## src/rtl/search_pkg.sv

```systemverilog
// Shared constants and state encoding for the text search sequencer.
package search_pkg;

  localparam logic [7:0] ASCII_SP  = 8'h20;
  localparam logic [7:0] ASCII_ETX = 8'h03;
  localparam int         MAX_WORD  = 5;
  localparam int         CC_W      = 3;

  typedef enum logic [1:0] {
    IDLE,
    PRIME,
    SCAN,
    DONE
  } state_e;

endpackage

```

## src/rtl/search_sequencer_word_tracker.sv

```systemverilog
// Tracks the length and overflow of the word under scan plus the count of
// completed non-empty words. Its length register drives the engine CharCount.
module word_tracker
  import search_pkg::*;
#(
  parameter int CNT_W = 10
) (
  input  logic             clock,
  input  logic             reset,
  input  logic             clr,
  input  logic             sp_ev,
  input  logic             char_ev,
  output logic [CC_W-1:0]  char_count,
  output logic             qual,
  output logic [CNT_W-1:0] word_cnt
);

  localparam logic [CC_W-1:0] MAX_LEN = CC_W'(MAX_WORD);

  logic [CC_W-1:0]  len_q, len_d;
  logic             ovf_q, ovf_d;
  logic [CNT_W-1:0] cnt_q, cnt_d;

  // Next length/overflow/count from the per-byte space or character event.
  always_comb begin
    len_d = len_q;
    ovf_d = ovf_q;
    cnt_d = cnt_q;
    if (clr) begin
      len_d = '0;
      ovf_d = 1'b0;
      cnt_d = '0;
    end else if (sp_ev) begin
      // Runs of spaces close only one word; empty words are never counted.
      if (len_q != '0) cnt_d = cnt_q + CNT_W'(1);
      len_d = '0;
      ovf_d = 1'b0;
    end else if (char_ev) begin
      // Length saturates at the engine's word size; extra chars mark overflow.
      if (len_q == MAX_LEN) ovf_d = 1'b1;
      else                  len_d = len_q + CC_W'(1);
    end
  end

  // Tracker state registers.
  always_ff @(posedge clock or negedge reset) begin
    if (!reset) begin
      len_q <= '0;
      ovf_q <= 1'b0;
      cnt_q <= '0;
    end else begin
      len_q <= len_d;
      ovf_q <= ovf_d;
      cnt_q <= cnt_d;
    end
  end

  assign char_count = len_q;
  assign qual       = (len_q != '0) && !ovf_q;
  assign word_cnt   = cnt_q;

endmodule

```

## src/rtl/search_sequencer.sv

```systemverilog
// Sequences one search: pulses the engine load, streams SRAM text bytes,
// qualifies raw engine matches and reports hit / end-of-text / exhaustion.
module search_sequencer
  import search_pkg::*;
#(
  parameter int ADDR_W   = 10,
  parameter int MAX_ADDR = 1023
) (
  input  logic              clock,
  input  logic              reset,
  input  logic              start,
  output logic [ADDR_W-1:0] sram_addr,
  output logic              sram_re,
  output logic              eng_new,
  output logic [CC_W-1:0]   CharCount,
  input  logic              sp,
  input  logic              ETX,
  input  logic              match,
  output logic              busy,
  output logic              done,
  output logic              found,
  output logic              err,
  output logic [ADDR_W-1:0] match_addr,
  output logic [ADDR_W-1:0] word_idx
);

  localparam logic [ADDR_W-1:0] LAST_ADDR = ADDR_W'(MAX_ADDR);

  state_e            state_q, state_d;
  logic [ADDR_W-1:0] sram_addr_q, sram_addr_d;
  logic              sram_re_q, sram_re_d;
  logic              eng_new_q, eng_new_d;
  logic              busy_q, busy_d;
  logic              done_q, done_d;
  logic              found_q, found_d;
  logic              err_q, err_d;
  logic [ADDR_W-1:0] match_addr_q, match_addr_d;
  logic [ADDR_W-1:0] word_idx_q, word_idx_d;

  logic              trk_clr, trk_sp, trk_char, trk_qual;
  logic [ADDR_W-1:0] trk_cnt;
  logic [ADDR_W-1:0] cur_addr;

  word_tracker #(.CNT_W(ADDR_W)) u_tracker (
    .clock      (clock),
    .reset      (reset),
    .clr        (trk_clr),
    .sp_ev      (trk_sp),
    .char_ev    (trk_char),
    .char_count (CharCount),
    .qual       (trk_qual),
    .word_cnt   (trk_cnt)
  );

  // Read data lags the address by one cycle, so the byte on the bus is the
  // one addressed last cycle.
  assign cur_addr = sram_addr_q - ADDR_W'(1);

  // Next-state and output decode, with hit > ETX > exhaustion > space > char.
  always_comb begin
    state_d      = state_q;
    sram_addr_d  = sram_addr_q;
    sram_re_d    = sram_re_q;
    eng_new_d    = 1'b0;
    busy_d       = busy_q;
    done_d       = done_q;
    found_d      = found_q;
    err_d        = err_q;
    match_addr_d = match_addr_q;
    word_idx_d   = word_idx_q;
    trk_clr      = 1'b0;
    trk_sp       = 1'b0;
    trk_char     = 1'b0;
    case (state_q)
      IDLE, DONE: begin
        if (start) begin
          state_d      = PRIME;
          eng_new_d    = 1'b1;
          sram_addr_d  = '0;
          sram_re_d    = 1'b1;
          busy_d       = 1'b1;
          done_d       = 1'b0;
          found_d      = 1'b0;
          err_d        = 1'b0;
          match_addr_d = '0;
          word_idx_d   = '0;
          trk_clr      = 1'b1;
        end
      end
      PRIME: begin
        sram_addr_d = ADDR_W'(1);
        state_d     = SCAN;
      end
      SCAN: begin
        sram_addr_d = sram_addr_q + ADDR_W'(1);
        if ((match && trk_qual) || ETX || (cur_addr == LAST_ADDR)) begin
          state_d   = DONE;
          busy_d    = 1'b0;
          done_d    = 1'b1;
          sram_re_d = 1'b0;
          if (match && trk_qual) begin
            found_d      = 1'b1;
            match_addr_d = cur_addr;
            word_idx_d   = trk_cnt;
          end else if (!ETX) begin
            err_d = 1'b1;
          end
        end else if (sp) begin
          trk_sp = 1'b1;
        end else begin
          trk_char = 1'b1;
        end
      end
      default: state_d = IDLE;
    endcase
  end

  // State machine and registered outputs.
  always_ff @(posedge clock or negedge reset) begin
    if (!reset) begin
      state_q      <= IDLE;
      sram_addr_q  <= '0;
      sram_re_q    <= 1'b0;
      eng_new_q    <= 1'b0;
      busy_q       <= 1'b0;
      done_q       <= 1'b0;
      found_q      <= 1'b0;
      err_q        <= 1'b0;
      match_addr_q <= '0;
      word_idx_q   <= '0;
    end else begin
      state_q      <= state_d;
      sram_addr_q  <= sram_addr_d;
      sram_re_q    <= sram_re_d;
      eng_new_q    <= eng_new_d;
      busy_q       <= busy_d;
      done_q       <= done_d;
      found_q      <= found_d;
      err_q        <= err_d;
      match_addr_q <= match_addr_d;
      word_idx_q   <= word_idx_d;
    end
  end

  assign sram_addr  = sram_addr_q;
  assign sram_re    = sram_re_q;
  assign eng_new    = eng_new_q;
  assign busy       = busy_q;
  assign done       = done_q;
  assign found      = found_q;
  assign err        = err_q;
  assign match_addr = match_addr_q;
  assign word_idx   = word_idx_q;

endmodule

```

## config.mk

```make
export PLATFORM = sky130hd
export DESIGN_NAME = search_sequencer
export DESIGN_NICKNAME = d
export VERILOG_FILES = /design/src/rtl/search_pkg.sv /design/src/rtl/search_sequencer_word_tracker.sv /design/src/rtl/search_sequencer.sv
export SDC_FILE = /design/constraint.sdc
export NUM_CORES = 1
export LEC_CHECK = 0
export BUFFER_PORTS_ARGS = -buffer_cell sky130_fd_sc_hd__buf_2
export CAP_MARGIN = 20
export CORE_MARGIN = 2
export CORE_UTILIZATION = 56
export DETAILED_ROUTE_END_ITERATION = 8
export PLACE_DENSITY_LB_ADDON = 0.05
export SLEW_MARGIN = 5
export SYNTH_ARGS = -nofsm -noshare
export SYNTH_HDL_FRONTEND = slang
export SYNTH_SLANG_ARGS = --single-unit
```

## constraint.sdc

```tcl
create_clock -name clock -period 3.15 [get_ports clock]
set_clock_uncertainty 0.1 [all_clocks]
set_input_delay 0.315 -clock clock [delete_from_list [all_inputs] [get_ports clock]]
set_output_delay 0.315 -clock clock [all_outputs]
set_load 0.02 [all_outputs]
```

==> results of run 1 <==
## through the flow
stage	hold slack [ns]	total power [W]	instances	setup slack [ns]
finish	0.182	0.00227	394	0.320
global route	0.213	0.00243	394	0.130
CTS	0.178	0.00229	394	0.320
detailed placement	0.228	0.00192	385	0.344
global placement	0.220	0.00189	385	0.490
floorplan	-0.0806	0.00164	287	0.451
## sequential cells by signal, summed over array words and instances (netlist names)
signal	count
u_tracker.ovf_q	1
state_q	2
err	1
match_addr	10
u_tracker.word_cnt	10
found	1
eng_new	1
sram_addr	10
u_tracker.char_count	3
busy	1
done	1
word_idx	10
## power by group through the flow
stage | sequential, W | clock (W) | combinational [W]
after floorplan | 0.000913 | 0 | 0.000723
after global placement | 0.000834 | 0 | 0.00106
after detailed placement | 0.000842 | 0 | 0.00108
after CTS | 0.000829 | 0.000380 | 0.00108
after global routing | 0.000841 | 0.000400 | 0.00119
final | 0.000829 | 0.000368 | 0.00107
## layer usage
metal / GRT usage / vias up
li1: - / 1115
met1: 0.353 / 1070
met2: 0.332 / 82
met3: 0.0352 / 9
met4: 0.0889 / 0
met5: 0 / -
## final cells by class
| cell class | count | area [um2] |
|---|---|---|
| inverters | 10 | 37.5 |
| clock inverters | 2 | 12.5 |
| repair buffers | 49 | 260 |
| flip-flops and latches | 51 | 1280 |
| clock buffers | 6 | 72.6 |
| well taps | 67 | 83.8 |
| fillers | 417 | 1640 |
| multi-input cells | 209 | 1340 |
## worst max-delay path by stage
stage | start | endpoint | slack [ns] | cells after the start
4_1_cts | sram_addr[0]$_DFFE_PN0P_ | u_tracker.word_cnt[6]$_DFFE_PN0P_ | 0.32 | 9
3_3_place_gp | sram_addr[0]$_DFFE_PN0P_ | u_tracker.word_cnt[6]$_DFFE_PN0P_ | 0.49 | 9
5_1_grt | sram_addr[0]$_DFFE_PN0P_ | u_tracker.word_cnt[8]$_DFFE_PN0P_ | 0.13 | 9
2_1_floorplan | sram_addr[0]$_DFFE_PN0P_ | match_addr[0]$_DFFE_PN0P_ | 0.45 | 11
6_report | sram_addr[0]$_DFFE_PN0P_ | u_tracker.word_cnt[6]$_DFFE_PN0P_ | 0.32 | 9
3_5_place_dp | sram_addr[0]$_DFFE_PN0P_ | u_tracker.word_cnt[3]$_DFFE_PN0P_ | 0.34 | 9
## synth_stat cells (2+ instances only)
master | n | area (um2)
dfrtp_1 | 51 | 1280
nand2_1 | 36 | 135
o21ai_0 | 23 | 115
a21oi_1 | 16 | 80.1
nand3_1 | 12 | 60.1
a22o_1 | 11 | 96.3
nor2_1 | 11 | 41.3
ha_1 | 10 | 125
clkbuf_1 | 9 | 33.8
inv_1 | 9 | 33.8
nand2b_1 | 8 | 50.1
o21ai_1 | 8 | 40.0
a31oi_1 | 6 | 37.5
nand4_1 | 5 | 31.3
nor4_1 | 5 | 31.3
xnor2_1 | 5 | 43.8
buf_6 | 4 | 45.0
nor3_1 | 4 | 20.0
o31ai_1 | 4 | 30.0
and3_1 | 3 | 18.8
buf_2 | 3 | 15.0
mux2i_1 | 3 | 30.0
o31a_1 | 3 | 26.3
or3_1 | 3 | 18.8
or4_1 | 3 | 22.5
xor2_1 | 3 | 26.3
a211oi_1 | 2 | 15.0
a21o_1 | 2 | 15.0
and2_1 | 2 | 12.5
nor2b_1 | 2 | 12.5
o21a_1 | 2 | 15.0
## cell families (layout without fill, tap and decap cells)
group | after synthesis | count (layout)
AOI/OAI and AO/OA | 86 | 86
xor gates and xnor gates | 8 | 8
adders and majority gates | 10 | 10
buffers and inverters | 27 | 67
DFF | 51 | 51
muxes | 3 | 3
and+or+nand+nor | 102 | 102
## timing repair
action,in CTS,in global routing
hold endpoints to repair,23,0
resized for setup,0,0
hold buffers,1,0
## worst max-delay path: stages (launching register included)
cell,delay [ns]
dfrtp_1,0.52
inv_1,0.18
ha_1,0.25
nor3b_4,0.28
mux2i_1,0.16
a31oi_4,0.27
o31ai_4,0.10
buf_4,0.23
or4_1,0.52
a21oi_1,0.15
==> impl_metrics.tcl, run 1 <==
set metrics [dict create \
    power.leakage_nw 1.48 \
    yosysSeqAreaShare 0.463 \
    r2r_slack_ns 0.32 \
    rows 25 \
    min_to "u_tracker.ovf_q$_DFFE_PN0P_" \
    placed_area_um2 2990 \
    track_usage 0.232 \
    grt_pass1_vias 1982 \
    portBuffers 44 \
    grt_antenna_before_repair 0 \
    place_hpwl_um 4270 \
    critPathKind "flop to flop" \
    hp-start "sp" \
    r2r_end "u_tracker.word_cnt[6]$_DFFE_PN0P_" \
    netSwitchingFraction 0.443 \
    overflow 0 \
    setup_tns_ns 0 \
    maxCapViolations 0 \
    status "finished, final reports clean" \
    stdcell_area_um2 3080 \
    synthSimpleGateAreaFrac 0.198 \
    first_pass_iters 4 \
    wire_per_inst_um 15.3 \
    avgSynthCellArea_um2 9.60 \
    finalHoldViolations 0 \
    viasPerCell 5.78 \
    nets 342 \
    synthMuxAreaShare 0.0109 \
    tightest_slew_ns 0.645 \
    cp.required_ns 3.27 \
    die_y_um 74.1 \
    clock-sinks 51 \
    hold_class "input pin to flop" \
    synthAdderAreaFrac 0.0454 \
    synth-seq-cells 51 \
    ir_drop_mv 0.571 \
    root_buffer "clkbuf_8" \
    relSlewSlack 0.569 \
    rsz0062_at_grt "false" \
    mostFrequentLayoutCells "dfrtp_1, buf_2, nand2_1" \
    grt_max_degree 29 \
    drv_slew 0 \
    fmaxAchievable_ghz 0.353 \
    drive_gt1_frac 0.187 \
    drt_iter0_drc 169 \
    cts_buffer_depth 2 \
    cts_made_buffers 5 \
    drc 0 \
    min_period_ns 2.83 \
    num_vias 2276 \
    combPwrFrac 0.473 \
    r2r_cells 9 \
    synth_top_family_by_area "compound AO/OA/AOI/OAI gates" \
    yosysUniqueCellTypes 50 \
    critPathMaxFanout 24 \
    switchingPower_w 0.00101 \
    synth_area_um2 2760 \
    die_area_um2 5500 \
    routabilityCongestion 0.874 \
    worstPathArrival_ns 2.95 \
    cts_tree "done" \
    clk-insertion-delay-late_ns 0.31 \
    synth-main-ff-cell "dfrtp_1" \
    core-area_um2 4720 \
    reg2reg_from "sram_addr[0]$_DFFE_PN0P_" \
    ios 45 \
    yosysWarnings 0 \
    synth_compound_area_frac 0.207 \
    fp.dieW_um 74.1 \
    synthArstFlopShare 1.00 \
    synth_nets 303 \
    wl_met3_um 331 \
    end_kind "flop" \
    clockPowerShare 0.162 \
    wl_met2_um 2670 \
    pwr-share-seq 0.365 \
    wirelength_um 6020 \
    synth_enable_flop_cells 0 \
    holdPathStages 2 \
    clkTransAtPathRegs_ns 0.10 \
    antennaDiodeCount 0 \
    fin_util 0.653 \
    power.density_nw_per_um2 737 \
    synth_xor_area_frac 0.0254 \
    fin_crit_sh 0.898 \
    layout_commonest_cell "dfrtp_1" \
    routed.top_layer "met4" \
    wl_met1_um 2920 \
    post_cts_buffers 0 \
    power.internal_w 0.00127 \
    ant_nets 0 \
    areaGrowthSynthToFinish_pct 11.9 \
    ctsHtreeMaxLevel 2 \
    start_util 0.583 \
    setup_viol 0 \
    critPathLaunchType "flop" \
    synthCells 287 \
    grt_pass1_wl_um 9760 \
]
Power figures use the tool's default switching activity.
==> run 2: changes to the inputs <==
--- a/config.mk
+++ b/config.mk
@@ -7,8 +7,10 @@
 export LEC_CHECK = 0
 export BUFFER_PORTS_ARGS = -buffer_cell sky130_fd_sc_hd__buf_2
 export CAP_MARGIN = 20
+export CELL_PAD_IN_SITES_DETAIL_PLACEMENT = 1
+export CELL_PAD_IN_SITES_GLOBAL_PLACEMENT = 1
 export CORE_MARGIN = 2
-export CORE_UTILIZATION = 56
+export CORE_UTILIZATION = 43
 export DETAILED_ROUTE_END_ITERATION = 8
 export PLACE_DENSITY_LB_ADDON = 0.05
 export SLEW_MARGIN = 5
==> run 2 against run 1 <==
  * Worst hold slack gained 0.0071 ns
  * Routed wire length grew 14%
  * First-iteration DRC count shrank 56%
==> impl_metrics.tcl, run 2 (synthesized netlist as in run 1, its figures left out) <==
set metrics [dict create \
    routabilityCongestion 0.796 \
    wire_per_inst_um 16.9 \
    ant_nets 0 \
    finalPower_w 0.00231 \
    holdPathStages 2 \
    clk-insertion-delay-late_ns 0.31 \
    cts_tree "done" \
    ir_drop_mv 0.367 \
    fp.dieW_um 84.0 \
    maxCapViolations 0 \
    drive_gt1_frac 0.192 \
    mostFrequentLayoutCells "dfrtp_1, buf_2, nand2_1" \
    min_period_ns 2.80 \
    end_kind "flop" \
    root_buffer "clkbuf_8" \
    layout_commonest_cell "dfrtp_1" \
    ios 45 \
    finalHoldViolations 0 \
    fmaxAchievable_ghz 0.358 \
    viasPerCell 5.64 \
    crit_end "u_tracker.word_cnt[3]$_DFFE_PN0P_" \
    cts_resized 0 \
    cts_buffer_depth 2 \
    holdWs_ns 0.189 \
    core-area_um2 6280 \
    rsz0062_at_grt "false" \
    setup_tns_ns 0 \
    start_util 0.439 \
    num_vias 2283 \
    die_area_um2 7060 \
    clock-sinks 51 \
    overflow 0 \
    power.leakage_nw 1.48 \
    portBuffers 44 \
    r2r_cells 9 \
    nets 343 \
    fin_cells 405 \
    clkTransAtPathRegs_ns 0.10 \
    tightest_slew_ns 0.687 \
    critPathKind "flop to flop" \
    first_pass_iters 4 \
    grt_pass1_wl_um 11700 \
    place_hpwl_um 5020 \
    drv_slew 0 \
    die_y_um 84.0 \
    r2r_end "u_tracker.word_cnt[3]$_DFFE_PN0P_" \
    hold_class "input pin to flop" \
    reg2reg_from "sram_addr[1]$_DFFE_PN0P_" \
    power.density_nw_per_um2 744 \
    grt_max_degree 32 \
    worstPathArrival_ns 2.93 \
    grt_pass1_vias 2287 \
    cp.required_ns 3.28 \
    antennaDiodeCount 0 \
    drc 0 \
    ctsHtreeMaxLevel 2 \
    wirelength_um 6850 \
    fin_crit_sh 0.887 \
    rows 29 \
    drt_iter0_drc 74 \
    critPathLaunchType "flop" \
    relSlewSlack 0.541 \
    critPathMaxFanout 24 \
    grt_antenna_before_repair 0 \
    track_usage 0.204 \
    dp.cells 396 \
    cts_made_buffers 5 \
    crit_path_start "sram_addr[1]$_DFFE_PN0P_" \
    areaGrowthSynthToFinish_pct 12.8 \
    r2r_slack_ns 0.35 \
    setup_viol 0 \
    status "finished, final reports clean" \
]
-- run 2: cell types whose count changed in the layout (fill, tap and decap cells not counted) --
cell and change:
clkinvlp_4 +1, buf_4 +1, clkbuf_1 -1
-- run 2: per-layer routing --
| layer | track usage | vias to the layer above | routed length, um |
|---|---|---|---|
| met5 | 0 | - | 0 |
| met4 | 0.0499 | 0 | 55 |
| met3 | 0.0307 | 5 | 197 |
| met2 | 0.309 | 39 | 3150 |
| met1 | 0.307 | 1122 | 3450 |
| li1 | - | 1117 | - |
-- run 2: what timing repair did --
action	CTS	global route
endpoints found under the hold margin	20	0
setup buffers	0	0
hold buffers	1	0
-- run 2: cell type report --
cell class | instances | area, um2
timing repair buffer | 50 | 268
sequential | 51 | 1280
fill | 746 | 3170
tap | 77 | 96.3
multi-input combinational | 209 | 1340
clock buffer | 5 | 68.8
inverter | 10 | 37.5
clock inverter | 3 | 20.0
-- run 2: how the worst min path moves through the flow --
| stage | start | to | slack [ns] |
|---|---|---|---|
| 6_report | sp | u_tracker.ovf_q$_DFFE_PN0P_ | 0.19 |
| 5_1_grt | sp | u_tracker.ovf_q$_DFFE_PN0P_ | 0.19 |
| 4_1_cts | sp | u_tracker.ovf_q$_DFFE_PN0P_ | 0.18 |
| 3_5_place_dp | reset | match_addr[2]$_DFFE_PN0P_ | 0.21 |
| 3_3_place_gp | reset | match_addr[2]$_DFFE_PN0P_ | 0.21 |
| 2_1_floorplan | reset | busy$_DFFE_PN0P_ | -0.08 |
-- run 2: power by group --
part           switching (W)  internal, W  total [W]
logic               0.000735     0.000371    0.00111
registers          0.0000740     0.000745   0.000819
clock network       0.000232     0.000155   0.000387
total                0.00104      0.00127    0.00231
-- run 2: metrics by stage --
stage | area [um2] | setup WS, ns | util
2_1_floorplan | 2760 | 0.451 | -
3_3_place_gp | 3010 | 0.514 | 0.479
3_5_place_dp | 3010 | 0.369 | 0.479
4_1_cts | 3110 | 0.356 | 0.495
5_1_grt | 3110 | 0.188 | 0.495
6_report | 3110 | 0.355 | 0.495
-- run 2: critical path, cell delays in order, from the launching register on --
cell	delay, ns
dfrtp_1	0.50
inv_1	0.14
ha_1	0.25
nor3b_4	0.29
mux2i_1	0.16
a31oi_4	0.26
o31ai_4	0.09
buf_4	0.23
or4_1	0.52
a21oi_1	0.17
==> run 3: changes to the inputs <==
--- a/config.mk
+++ b/config.mk
@@ -13,6 +13,7 @@
 export CORE_UTILIZATION = 43
 export DETAILED_ROUTE_END_ITERATION = 8
 export PLACE_DENSITY_LB_ADDON = 0.05
+export REMOVE_ABC_BUFFERS = 1
 export SLEW_MARGIN = 5
 export SYNTH_ARGS = -nofsm -noshare
 export SYNTH_HDL_FRONTEND = slang
==> constraint.sdc (replaced) <==
create_clock -name clock -period 3 [get_ports clock]
set_clock_uncertainty 0.1 [all_clocks]
set_input_delay 0.3 -clock clock [delete_from_list [all_inputs] [get_ports clock]]
set_output_delay 0.3 -clock clock [all_outputs]
set_load 0.02 [all_outputs]
==> run 3 against run 2 <==
  * Register-to-register slack worse by 0.05 ns
  * Global-route usage is 0.22 points lower
  * Flip-flop and latch count stayed put
  * First-iteration DRC count is 36% higher
  * Total power is 5.4% higher
  * Non-clock buffer count is 3 higher
  * Design area is 0.72% higher
  * Fmax is 3.8% higher
  * Highest routed layer unchanged
==> impl_metrics.tcl, run 3 (synthesized netlist as in run 1, its figures left out) <==
set metrics [dict create \
    combPwrFrac 0.488 \
    place_ws_ns 0.314 \
    tightest_slew_ns 0.702 \
    setup_tns_ns 0 \
    num_vias 2323 \
    clockPowerShare 0.162 \
    grt_max_degree 31 \
    power.density_nw_per_um2 779 \
    hold_class "input pin to flop" \
    die_y_um 84.0 \
    critPathLaunchType "flop" \
    layout_commonest_cell "dfrtp_1" \
    grt_pass1_vias 2292 \
    hold_buffers 1 \
    fin_crit_sh 0.897 \
    ctsHtreeMaxLevel 2 \
    areaGrowthSynthToFinish_pct 13.6 \
    core-area_um2 6280 \
    portBuffers 44 \
    cts_buffer_depth 2 \
    power.internal_w 0.00135 \
    wire_per_inst_um 16.6 \
    cp.required_ns 3.10 \
    nets 346 \
    antennaDiodeCount 0 \
    critPathMaxFanout 11 \
    overflow 0 \
    mostFrequentLayoutCells "dfrtp_1, buf_2, nand2_1" \
    maxCapViolations 0 \
    routabilityCongestion 0.852 \
    start_util 0.439 \
    status "finished, final reports clean" \
    fp.dieW_um 84.0 \
    worstPathArrival_ns 2.79 \
    clock-sinks 51 \
    power.leakage_nw 1.50 \
    post_cts_buffers 0 \
    cts_resized 0 \
    critPathKind "flop to flop" \
    track_usage 0.202 \
    switchingPower_w 0.00109 \
    clk-insertion-delay-late_ns 0.30 \
    ios 45 \
    pwr-share-seq 0.349 \
    grt_antenna_before_repair 0 \
    die_area_um2 7060 \
    grt_pass1_wl_um 11600 \
    relSlewSlack 0.531 \
    ir_drop_mv 0.519 \
    root_buffer "clkbuf_8" \
    setup_viol 0 \
    cts_tree "done" \
    drc 0 \
    finalHoldViolations 0 \
    drt_iter0_drc 101 \
    ant_nets 0 \
    min_period_ns 2.69 \
    viasPerCell 5.69 \
    rows 29 \
    worst_slack_ns 0.308 \
    wirelength_um 6790 \
    drive_gt1_frac 0.199 \
    first_pass_iters 4 \
    place_hpwl_um 4980 \
    cts_made_buffers 5 \
    end_kind "flop" \
    netSwitchingFraction 0.448 \
    clkTransAtPathRegs_ns 0.09 \
    fmaxAchievable_ghz 0.371 \
    drv_slew 0 \
    rsz0062_at_grt "false" \
]
==> run 3: changes by cell type in the layout (fill, tap and decap cells not counted), sizes merged <==
cell  previous run  this run
buf             49        52
==> run 3: final timing paths <==
check,end,cells after the start,from,slack (ns)
min in group asynchronous,match_addr[2]$_DFFE_PN0P_,2,reset,0.41
hold reg to reg,match_addr[4]$_DFFE_PN0P_,2,match_addr[4]$_DFFE_PN0P_,0.38
hold / removal,u_tracker.ovf_q$_DFFE_PN0P_,2,sp,0.17
max in group asynchronous,u_tracker.word_cnt[0]$_DFFE_PN0P_,3,reset,1.61
setup / recovery,match_addr[0]$_DFFE_PN0P_,9,sram_addr[0]$_DFFE_PN0P_,0.31
setup reg to reg,match_addr[0]$_DFFE_PN0P_,9,sram_addr[0]$_DFFE_PN0P_,0.31
==> run 3: per-stage QoR <==
| step | total power, W | instance area [um2] | cells | hold WS, ns | utilization |
|---|---|---|---|---|---|
| 3_3_place_gp | 0.00203 | 3030 | 399 | 0.212 | 0.483 |
| 5_1_grt | 0.00262 | 3130 | 408 | 0.182 | 0.499 |
| 6_report | 0.00244 | 3130 | 408 | 0.171 | 0.499 |
| 2_1_floorplan | 0.00167 | 2650 | 270 | -0.0956 | - |
| 3_5_place_dp | 0.00206 | 3030 | 399 | 0.210 | 0.483 |
| 4_1_cts | 0.00246 | 3130 | 408 | 0.166 | 0.499 |
==> run 3: critical path: stages, from the launching register on <==
cell and delay, ns:
dfrtp_1 0.38, inv_1 0.12, ha_1 0.26, nor3b_4 0.29, mux2i_1 0.32, a31oi_4 0.14
o31ai_4 0.49, buf_4 0.25, nand2_1 0.06, a22o_1 0.17
==> run 3: metal layers <==
metal / wire length (um) / GRT usage
met5: 0 / 0
met4: 85 / 0.0543
met3: 222 / 0.0326
met2: 3050 / 0.310
met1: 3430 / 0.297
==> run 3: area by class of cell <==
type	count	area [um2]
Fill cell	742	3150
Inverter	10	37.5
Multi-Input combinational cell	209	1340
Clock inverter	3	20.0
Clock buffer	5	68.8
Timing Repair Buffer	53	290
Sequential cell	51	1280
Tap cell	77	96.3
==> run 3: power by group through the flow <==
stage	sequential, W	combinational, W	clock [W]
5_1_grt	0.000867	0.00133	0.000431
3_3_place_gp	0.000861	0.00117	0
3_5_place_dp	0.000865	0.00120	0
2_1_floorplan	0.000977	0.000690	0
6_report	0.000851	0.00119	0.000396
4_1_cts	0.000851	0.00120	0.000407
